`config.mk`:
```
export PLATFORM = sky130hd
export DESIGN_NAME = forth_alu_sequencer
export DESIGN_NICKNAME = d
export VERILOG_FILES = /design/src/rtl/forth_alu_sequencer.sv
export SDC_FILE = /design/constraint.sdc
export NUM_CORES = 1
export LEC_CHECK = 0
export BUFFER_PORTS_ARGS = -buffer_cell sky130_fd_sc_hd__clkbuf_2
export CAP_MARGIN = 30
export CORE_UTILIZATION = 30
export CTS_BUF_LIST = sky130_fd_sc_hd__clkbuf_8 sky130_fd_sc_hd__clkbuf_16
export CTS_CLUSTER_SIZE = 40
export DETAILED_ROUTE_END_ITERATION = 10
export PLACE_DENSITY = 0.49
export SLEW_MARGIN = 0
export SYNTH_ARGS = -nofsm -noshare
export SYNTH_HDL_FRONTEND = slang
export SYNTH_SLANG_ARGS = --single-unit
```
`constraint.sdc`:
```
create_clock -name clock -period 5.3 [get_ports clock]
set_input_delay 0.265 -clock clock [delete_from_list [all_inputs] [get_ports clock]]
set_output_delay 0.265 -clock clock [all_outputs]
set_load 0.02 [all_outputs]
```
`src/rtl/forth_alu_sequencer.sv`:
```
// -----------------------------------------------------------------------------
// forth_alu_sequencer
//
// Executes one Forth stack primitive per accepted opcode. Each operation pops
// its operands from the data stack, computes in a small ALU, pushes the
// result(s) back, then pulses done with an error code. This block is the only
// driver of the stack push/pop strobes in the execute path.
//
// Ports:
//   clock        single clock, all state updates on the rising edge
//   reset        asynchronous, active-low reset
//   op_valid     opcode/literal present from the decoder
//   op_ready     registered; high only while idle and able to accept
//   opcode       primitive select (0 LIT .. 9 SWAP, 10-15 illegal)
//   literal      value pushed by LIT, ignored otherwise
//   done         one-cycle pulse when an operation finishes
//   err          valid with done: 00 ok, 01 underflow, 10 overflow, 11 illegal
//   stack_push   one-cycle push strobe, stack_wdata valid with it
//   stack_wdata  push data, holds its last value between pushes
//   stack_pop    one-cycle pop strobe
//   stack_rdata  popped word, valid the cycle after stack_pop
//   stack_depth  current stack occupancy, sampled only in CHECK
// -----------------------------------------------------------------------------
module forth_alu_sequencer #(
    parameter int DATA_WIDTH  = 16,
    parameter int DEPTH_WIDTH = 11,
    parameter int STACK_DEPTH = 1024
) (
    input  logic                   clock,
    input  logic                   reset,
    input  logic                   op_valid,
    output logic                   op_ready,
    input  logic [3:0]             opcode,
    input  logic [DATA_WIDTH-1:0]  literal,
    output logic                   done,
    output logic [1:0]             err,
    output logic                   stack_push,
    output logic [DATA_WIDTH-1:0]  stack_wdata,
    output logic                   stack_pop,
    input  logic [DATA_WIDTH-1:0]  stack_rdata,
    input  logic [DEPTH_WIDTH-1:0] stack_depth
);

    localparam logic [3:0] OP_LIT  = 4'd0;
    localparam logic [3:0] OP_ADD  = 4'd1;
    localparam logic [3:0] OP_SUB  = 4'd2;
    localparam logic [3:0] OP_AND  = 4'd3;
    localparam logic [3:0] OP_OR   = 4'd4;
    localparam logic [3:0] OP_XOR  = 4'd5;
    localparam logic [3:0] OP_NEG  = 4'd6;
    localparam logic [3:0] OP_DUP  = 4'd7;
    localparam logic [3:0] OP_DROP = 4'd8;
    localparam logic [3:0] OP_SWAP = 4'd9;

    localparam logic [1:0] ERR_OK        = 2'b00;
    localparam logic [1:0] ERR_UNDERFLOW = 2'b01;
    localparam logic [1:0] ERR_OVERFLOW  = 2'b10;
    localparam logic [1:0] ERR_ILLEGAL   = 2'b11;

    typedef enum logic [3:0] {
        S_IDLE,
        S_CHECK,
        S_POP1,
        S_CAP1,
        S_POP2,
        S_CAP2,
        S_EXEC,
        S_PUSH1,
        S_PUSH2,
        S_DONE
    } state_t;

    state_t                  state_q, state_d;
    logic                    op_ready_q, op_ready_d;
    logic [3:0]              opcode_q, opcode_d;
    logic [DATA_WIDTH-1:0]   lit_q, lit_d;
    logic [DATA_WIDTH-1:0]   t_q, t_d;
    logic [DATA_WIDTH-1:0]   n_q, n_d;
    logic [DATA_WIDTH-1:0]   res2_q, res2_d;
    logic [DATA_WIDTH-1:0]   wdata_q, wdata_d;
    logic [1:0]              err_q, err_d;

    // Opcode decode: operand/result counts and legality.
    logic       op_legal;
    logic [1:0] pops_req;
    logic [1:0] pushes_req;
    logic       grows;
    logic       stack_full;

    // ALU results for the first and (DUP/SWAP only) second push.
    logic [DATA_WIDTH-1:0] res1;
    logic [DATA_WIDTH-1:0] res2;

    // NOTE: every signal driven in an always_comb gets a default assignment
    // first, so no path can leave it unassigned and infer a latch.
    always_comb begin
        op_legal   = 1'b1;
        pops_req   = 2'd0;
        pushes_req = 2'd0;
        case (opcode_q)
            OP_LIT:                         begin pops_req = 2'd0; pushes_req = 2'd1; end
            OP_ADD, OP_SUB, OP_AND,
            OP_OR, OP_XOR:                  begin pops_req = 2'd2; pushes_req = 2'd1; end
            OP_NEG:                         begin pops_req = 2'd1; pushes_req = 2'd1; end
            OP_DUP:                         begin pops_req = 2'd1; pushes_req = 2'd2; end
            OP_DROP:                        begin pops_req = 2'd1; pushes_req = 2'd0; end
            OP_SWAP:                        begin pops_req = 2'd2; pushes_req = 2'd2; end
            default:                        op_legal = 1'b0;
        endcase
    end

    assign grows      = (pushes_req > pops_req);
    assign stack_full = (stack_depth == DEPTH_WIDTH'(STACK_DEPTH));

    // T is the first word popped (top of stack), N the second.
    always_comb begin
        res1 = t_q;
        res2 = t_q;
        case (opcode_q)
            OP_LIT:  res1 = lit_q;
            OP_ADD:  res1 = n_q + t_q;
            OP_SUB:  res1 = n_q - t_q;
            OP_AND:  res1 = n_q & t_q;
            OP_OR:   res1 = n_q | t_q;
            OP_XOR:  res1 = n_q ^ t_q;
            OP_NEG:  res1 = '0 - t_q;
            OP_SWAP: res2 = n_q;
            default: ;
        endcase
    end

    always_comb begin
        state_d  = state_q;
        opcode_d = opcode_q;
        lit_d    = lit_q;
        t_d      = t_q;
        n_d      = n_q;
        res2_d   = res2_q;
        wdata_d  = wdata_q;
        err_d    = err_q;

        unique case (state_q)
            S_IDLE: begin
                if (op_valid && op_ready_q) begin
                    opcode_d = opcode;
                    lit_d    = literal;
                    state_d  = S_CHECK;
                end
            end
            S_CHECK: begin
                // Priority: illegal, underflow, overflow. Errors skip every
                // stack state so no strobe is issued for a failed operation.
                err_d = ERR_OK;
                if (!op_legal) begin
                    err_d   = ERR_ILLEGAL;
                    state_d = S_DONE;
                end else if (stack_depth < DEPTH_WIDTH'(pops_req)) begin
                    err_d   = ERR_UNDERFLOW;
                    state_d = S_DONE;
                end else if (grows && stack_full) begin
                    err_d   = ERR_OVERFLOW;
                    state_d = S_DONE;
                end else if (pops_req != 2'd0) begin
                    state_d = S_POP1;
                end else begin
                    state_d = S_EXEC;
                end
            end
            S_POP1: state_d = S_CAP1;
            S_CAP1: begin
                t_d = stack_rdata;
                if (pushes_req == 2'd0) begin
                    state_d = S_DONE;
                end else if (pops_req == 2'd2) begin
                    state_d = S_POP2;
                end else begin
                    state_d = S_EXEC;
                end
            end
            S_POP2: state_d = S_CAP2;
            S_CAP2: begin
                n_d     = stack_rdata;
                state_d = S_EXEC;
            end
            S_EXEC: begin
                // Push data is loaded on entry to a PUSH state so it is
                // stable for the whole strobe and held afterwards.
                wdata_d = res1;
                res2_d  = res2;
                state_d = S_PUSH1;
            end
            S_PUSH1: begin
                if (pushes_req == 2'd2) begin
                    wdata_d = res2_q;
                    state_d = S_PUSH2;
                end else begin
                    state_d = S_DONE;
                end
            end
            S_PUSH2: state_d = S_DONE;
            S_DONE:  state_d = S_IDLE;
            default: state_d = S_IDLE;
        endcase

        op_ready_d = (state_d == S_IDLE);
    end

    // NOTE: sequential state uses non-blocking assignments so every flop
    // samples the pre-edge value of the others, independent of block order.
    always_ff @(posedge clock or negedge reset) begin
        if (!reset) begin
            state_q    <= S_IDLE;
            op_ready_q <= 1'b0;
            opcode_q   <= '0;
            lit_q      <= '0;
            t_q        <= '0;
            n_q        <= '0;
            res2_q     <= '0;
            wdata_q    <= '0;
            err_q      <= ERR_OK;
        end else begin
            state_q    <= state_d;
            op_ready_q <= op_ready_d;
            opcode_q   <= opcode_d;
            lit_q      <= lit_d;
            t_q        <= t_d;
            n_q        <= n_d;
            res2_q     <= res2_d;
            wdata_q    <= wdata_d;
            err_q      <= err_d;
        end
    end

    // Strobes decode straight from the registered state, so they drop
    // asynchronously with reset and can never overlap.
    assign op_ready    = op_ready_q;
    assign done        = (state_q == S_DONE);
    assign err         = err_q;
    assign stack_pop   = (state_q == S_POP1) || (state_q == S_POP2);
    assign stack_push  = (state_q == S_PUSH1) || (state_q == S_PUSH2);
    assign stack_wdata = wdata_q;

endmodule
```
# Word level (Yosys, flattened, before mapping)
# Index checks and enable logic that the tools add are counted.
op_classes:
  add_sub_neg: 3
  muxes: 19
  n_lt_le_gt_ge: 2
  n_eq_ne: 22
  n_reduce_logical: 17
  bitwise: 3
op_table:
  columns: ["operator", "count"]
  rows:
  - ["one-hot mux 16 bit (7 select lines)", 1]
  - ["one-hot mux 4 bit (9 select lines)", 1]
  - ["== test 4 x 3 -> 1 bit, second input constant", 8]
  - ["2-to-1 mux 16 bit", 2]
  - ["one-hot mux 16 bit (2 select lines)", 1]
  - ["2-to-1 mux 4 bit", 5]
  - ["adder 16 bit", 1]
  - ["AND 16 bit", 1]
  - ["== test 4 x 2 -> 1 bit, second input constant", 4]
  - ["== test 4 bit, second input constant", 4]
  - ["bitwise OR 16 bit", 1]
  - ["subtractor 1 x 16 -> 16 bit, first input constant", 1]
  - ["subtractor 16 bit", 1]
  - ["bitwise XOR 16 bit", 1]
  - ["zero test 4 bit", 3]
  - ["== test 11 bit, second input constant", 1]
  - ["< comparator 11 x 2 -> 1 bit", 1]
  - ["OR reduction 10 bit", 1]
  - ["== test 4 x 1 -> 1 bit, second input constant", 2]
  - ["2-to-1 mux 2 bit", 4]
  - ["one-hot mux 2 bit (2 select lines)", 2]
  - ["OR reduction 7 bit", 1]
  - ["OR reduction 6 bit", 1]
  - ["== test 2 bit, second input constant", 2]
  - ["11 further kinds", 16]
word_totals:
  in_bits: 50
  reg_bits: 91
  output_inout_bits: 22

# Logic depth before layout (Yosys ltp)
depth:
  ltp_word: 10
  mapped_depth: 14
  mapped_depth_nobuf: 12

# Worst setup path before layout
# No wires, ideal clock.
synth_path:
  kind: "register to register"
  startpoint: "register opcode_q[0]"
  endpoint: "register wdata_q[14] (netlist: stack_wdata[14])"
  path_buffers: 2
  path_stages_with_launch: 15
  setup_time_ps: 134
  t_arrival_ps: 2940
  slack_ps: 2226
  period_less_slack_ps: 3074
  path_cell_list: "dfrtp_1 -> buf_2 -> nor4bb_1 -> buf_2 -> nand2b_1 -> ha_1 -> inv_1 -> fa_1 -> a211oi_2 -> o21ai_1 -> a31oi_1 -> a21oi_1 -> xor2_1 -> a2111oi_0 -> a21oi_1"
synth_via:
  elab_chain_cells: 6
synth_rtl:
  columns: ["element", "line_no", "text"]
  rows:
  - ["start: declaration", "75", "logic [3:0] opcode_q, opcode_d;"]
  - ["start signal: assignment", "224", "opcode_q <= opcode_d;"]
  - ["== test 4 x 3 -> 1 bit, or another cell as far along", "100, 119", null]
  - ["OR reduction 7 bit (no source line) / OR reduction 2 bit (equally long branches)", null, null]
  - ["one-hot mux 2 bit (2 select lines)", "100", "case (opcode_q)"]
  - ["== test 2 bit", "193", "if (pushes_req == 2'd2) begin"]
  - ["inequality test 2 bit (no source line)", null, null]
  - ["AND reduction 2 bit (no source line)", null, null]
  - ["end signal: assignment", "229", "wdata_q <= wdata_d;"]
  - ["end: declaration", "80", "logic [DATA_WIDTH-1:0] wdata_q, wdata_d;"]
# Parallel ways exist; a longest one is shown, timed or not.
# A chain may end at the register's enable or synchronous reset.

# Worst setup path after layout
# Ends and elaborated chain as after synthesis.

==> metrics.md <==
| Metric | Value |
|---|---|
| Status | `complete, no violations` |
| Crit Reg-Reg Startpoint | `opcode_q[0]` |
| Setup TNS | `0 ns` |
| DRC Markers | `0` |
| Clk_skew | `0.00559 ns` |
| #FFs+latches synth | `between 90 and 100` |
| Setup slack, reg-to-reg | `around 1.7 ns` |
| Power Density | `767 nW/µm²` |
| Max-cap violations | `0` |
| Num CTS Buffers | `9` |
| Min Tclk post-route | `about 3.6 ns` |
| CP arrival | `between 3 and 4 ns` |
| Met2 Use GR | `0.306` |
| Critical Path Start | `opcode_q[0]` |
| Grt ovf | `0` |
| CP endpoint | `stack_wdata[14]` |
| Post-DP HPWL | `around 15000 µm` |
| Predominant post-synthesis flop cell | `dfrtp_1` |
| Drt wl/cell | `18.6 µm` |
| Post-detailed-route count of antenna-violating nets | `0` |
| Design area | `7590 µm²` |
| Crit-path max FO | `20` |
| Initial Util | `0.309` |
| First-pass GRT wire length | `32900 µm` |
| Area after DPL | `7210 µm²` |
| Bufs on Longest Clock Path | `2` |
| Placer congestion estimate | `between 0.9 and 1` |
| CP Cell Sequence | `nor4bb_2 > buf_4 > nor2_1 > fa_1 > a211oi_2 > o21ai_1 > a31oi_1 > a21oi_1 > xor2_1 > a2111oi_0 > a21oi_1` |
| Layout overhead on the synthesized area | `15.8%` |
| Drt first pass iters | `5` |
| Largest net degree at the start of global routing | `50` |
| Initial detailed-routing violation count | `480` |
| Gr busiest metal | `met2` |
| # nets final | `between 900 and 1000` |
| Crit path top cell by count | `a21oi_1` |
| I/O Pins | `72` |
| Startpoint Class | `flop` |
| EDFF count, synth | `0` |
| Worst setup margin | `about 1.7 ns` |
| Core ar. | `between 20000 and 25000 µm²` |
| CTS H-tree depth | `3` |
| Buffer count from post-CTS setup fixing | `0` |
| Yosys Warn Count | `0` |
| Final setup viols | `0` |
| # clock sinks | `91` |
| Max-slew violation total from the final report | `0` |
| Leak Pwr | `~3.3 nW` |
| Worst-path clk slew | `about 0.060 ns` |
| Die height | `150 µm` |
| Synth Area per Inst | `between 8 and 9 µm²` |
| Pre-CTS setup slack | `1.67 ns` |
| RSZ-0062 raised after global routing | `no` |
| Crit-path slowest cell | `dfrtp_1` |
| Worst Tran Pin Value | `0.840 ns` |
| Ys async rst share | `1.00` |
| Vias post-DR | `around 6000` |
| I/O Buffers | `71` |
| Cells after Synth | `783` |
| Die Span X | `150 µm` |
| Endpoints failing hold | `0` |
| ANT cells | `0` |
| Post-synth cell types | `76` |
| Clk_lat worst skew | `around 0.35 ns` |
| Hold Crit Class | `primary input to flop` |
| GRT Util Overall | `0.195` |
| GRT met1 Usage | `0.262` |
| Fin Hold WS | `between 0.1 and 0.15 ns` |
| Clock root buffer | `clkbuf_16` |
| Grt met3 use | `0.0439` |
| Number of global-route vias before repair | `roughly 5800` |
| Post_cts resized | `0` |
| Post-Syn Nets | `approximately 900` |
| Slew margin rel. | `0.440` |
| Reg2reg end | `stack_wdata[14]` |
| CTS tree | `done` |
| Routed WL | `~21000 µm` |
| Worst Setup End Kind | `flop` |
| Critical Path RT | `between 5 and 6 ns` |
| VDD IR max | `roughly 0.22 mV` |
| Critical path type | `flop to flop` |
| R2R cell count | `11` |
| Sequential area share after synthesis | `0.347` |
| Cell area after synthesis | `6560 µm²` |
| Share of layout cells above drive strength 1 | `0.171` |
| Via density | `5.38` |
| Initial antenna violation count | `0` |
| Num rows | `53` |
| Fmax | `276 MHz` |
| DIE AREA | `between 20000 and 25000 µm²` |
| Slowest stage delay, CP | `between 0.6 and 0.7 ns` |
| Final worst-path cycle share | `0.685` |
[where the power goes]
group | internal (mW) | switching [mW]
clock | 0.504 | 0.276
sequential | 1.04 | 0.292
combinational | 1.46 | 2.25
[final cells by class]
| cell class | instances | area, µm² |
|---|---|---|
| Inverter | 45 | 169 |
| Timing Repair Buffer | 85 | 492 |
| Sequential cell | 91 | 2280 |
| Clock buffer | 9 | 225 |
| Multi-Input combinational cell | 606 | 3950 |
| Tap cell | 275 | 344 |
| Clock inverter | 7 | 133 |
| Fill cell | 2251 | 13600 |
[metal layers]
layer | wire, µm | up-vias
met5 | 0 | -
met4 | 488 | 0
met3 | 1360 | 34
met2 | 9430 | 200
met1 | 9540 | 2839
li1 | - | 2938
[state kept, by name, indices dropped and copies added (netlist names)]
name / count
t_q: 16
res2_q: 16
op_ready: 1
stack_wdata: 16
n_q: 16
err: 2
state_q: 4
lit_q: 16
opcode_q: 4
[synthesized netlist by cell type, types with 3 or more instances]
cell / count / area share
or2_2: 3 / 0.0029
o21ai_0: 71 / 0.054
buf_2: 11 / 0.0084
ha_1: 50 / 0.095
mux2i_1: 5 / 0.0076
nor2_1: 99 / 0.057
a31oi_1: 6 / 0.0057
o31ai_1: 3 / 0.0034
inv_1: 43 / 0.025
clkbuf_1: 26 / 0.015
o21bai_1: 3 / 0.0034
nand2b_1: 10 / 0.0095
and3_1: 8 / 0.0076
a221oi_1: 12 / 0.016
nor3_1: 16 / 0.012
or2_1: 3 / 0.0029
nand3_1: 10 / 0.0076
o31a_1: 4 / 0.0053
xnor2_1: 9 / 0.012
a211oi_1: 7 / 0.0080
and2_1: 5 / 0.0048
a222oi_1: 4 / 0.0061
o211ai_1: 8 / 0.0092
nand2_1: 65 / 0.037
o22ai_1: 8 / 0.0076
a21o_1: 7 / 0.0080
o21a_1: 6 / 0.0069
nor4_1: 8 / 0.0076
dfrtp_1: 91 / 0.35
o2111ai_1: 3 / 0.0040
nor2b_1: 3 / 0.0029
a21oi_1: 74 / 0.056
nand3b_1: 3 / 0.0034
mux2_2: 21 / 0.036
xor2_1: 5 / 0.0067
a22oi_1: 4 / 0.0046
or3_1: 7 / 0.0067
o21ai_1: 11 / 0.0084
[worst max-delay path: cells and delay by family (launching register included)]
family	cells	cell delay, ns
AOI/OAI and AO/OA	6	1.47
DFF	1	0.65
and+or+nand+nor	2	0.48
adders and majority gates	1	0.46
buffers and inverters	1	0.27
xor gates and xnor gates	1	0.16
[logic make-up after synthesis]
kind of cell,after synthesis,synth area share
and+or+nand+nor,251,0.178
adders and majority gates,52,0.102
DFF,91,0.347
muxes,26,0.0437
AOI/OAI and AO/OA,263,0.257
buffers and inverters,86,0.0542
xor gates and xnor gates,14,0.0187
[per-stage QoR]
stage | power [mW] | instances | util
2_1_floorplan | 4.00 | 783 | -
5_1_grt | 6.35 | 1118 | 0.358
3_5_place_dp | 5.02 | 1100 | 0.340
4_1_cts | 5.84 | 1117 | 0.357
3_3_place_gp | 5.02 | 1099 | 0.339
6_report | 5.82 | 1118 | 0.358
[how the worst min path moves through the flow]
stage | start | to | slack, ns | depth (start not counted)
after global placement | reset | state_q[3] | 0.31 | 1
final | stack_rdata[12] | n_q[12] | 0.13 | 3
after floorplan | reset | err[0] | -0.03 | 0
after CTS | stack_rdata[0] | n_q[0] | 0.12 | 3
after global routing | stack_rdata[12] | n_q[12] | 0.13 | 3
after detailed placement | reset | op_ready | 0.30 | 1
[placed cells by master (no fill, tap or decap), types with 5 or more instances in the layout]
| master | n |
|---|---|
| nor2_1 | 96 |
| dfrtp_1 | 91 |
| a21oi_1 | 74 |
| o21ai_0 | 71 |
| clkbuf_2 | 70 |
| nand2_1 | 65 |
| ha_1 | 50 |
| inv_1 | 45 |
| mux2_2 | 21 |
| nor3_1 | 13 |
| a221oi_1 | 12 |
| buf_4 | 12 |
| o21ai_1 | 11 |
| nand3_1 | 10 |
| nand2b_1 | 10 |
| xnor2_1 | 9 |
| clkbuf_16 | 9 |
| o211ai_1 | 8 |
| o22ai_1 | 8 |
| and3_1 | 8 |
| nor4_1 | 8 |
| or3_1 | 7 |
| a211oi_1 | 7 |
| a21o_1 | 7 |
| a31oi_1 | 6 |
| o21a_1 | 6 |
| and2_1 | 5 |
| xor2_1 | 5 |
| mux2i_1 | 5 |
[what timing repair did]
| item | 4_1_cts | 5_1_grt |
|---|---|---|
| setup endpoints to repair | 0 | 0 |
| hold endpoints to repair | 42 | 0 |
| hold buffers | 1 | 0 |
Note: power is estimated with default switching activity, not from simulation.
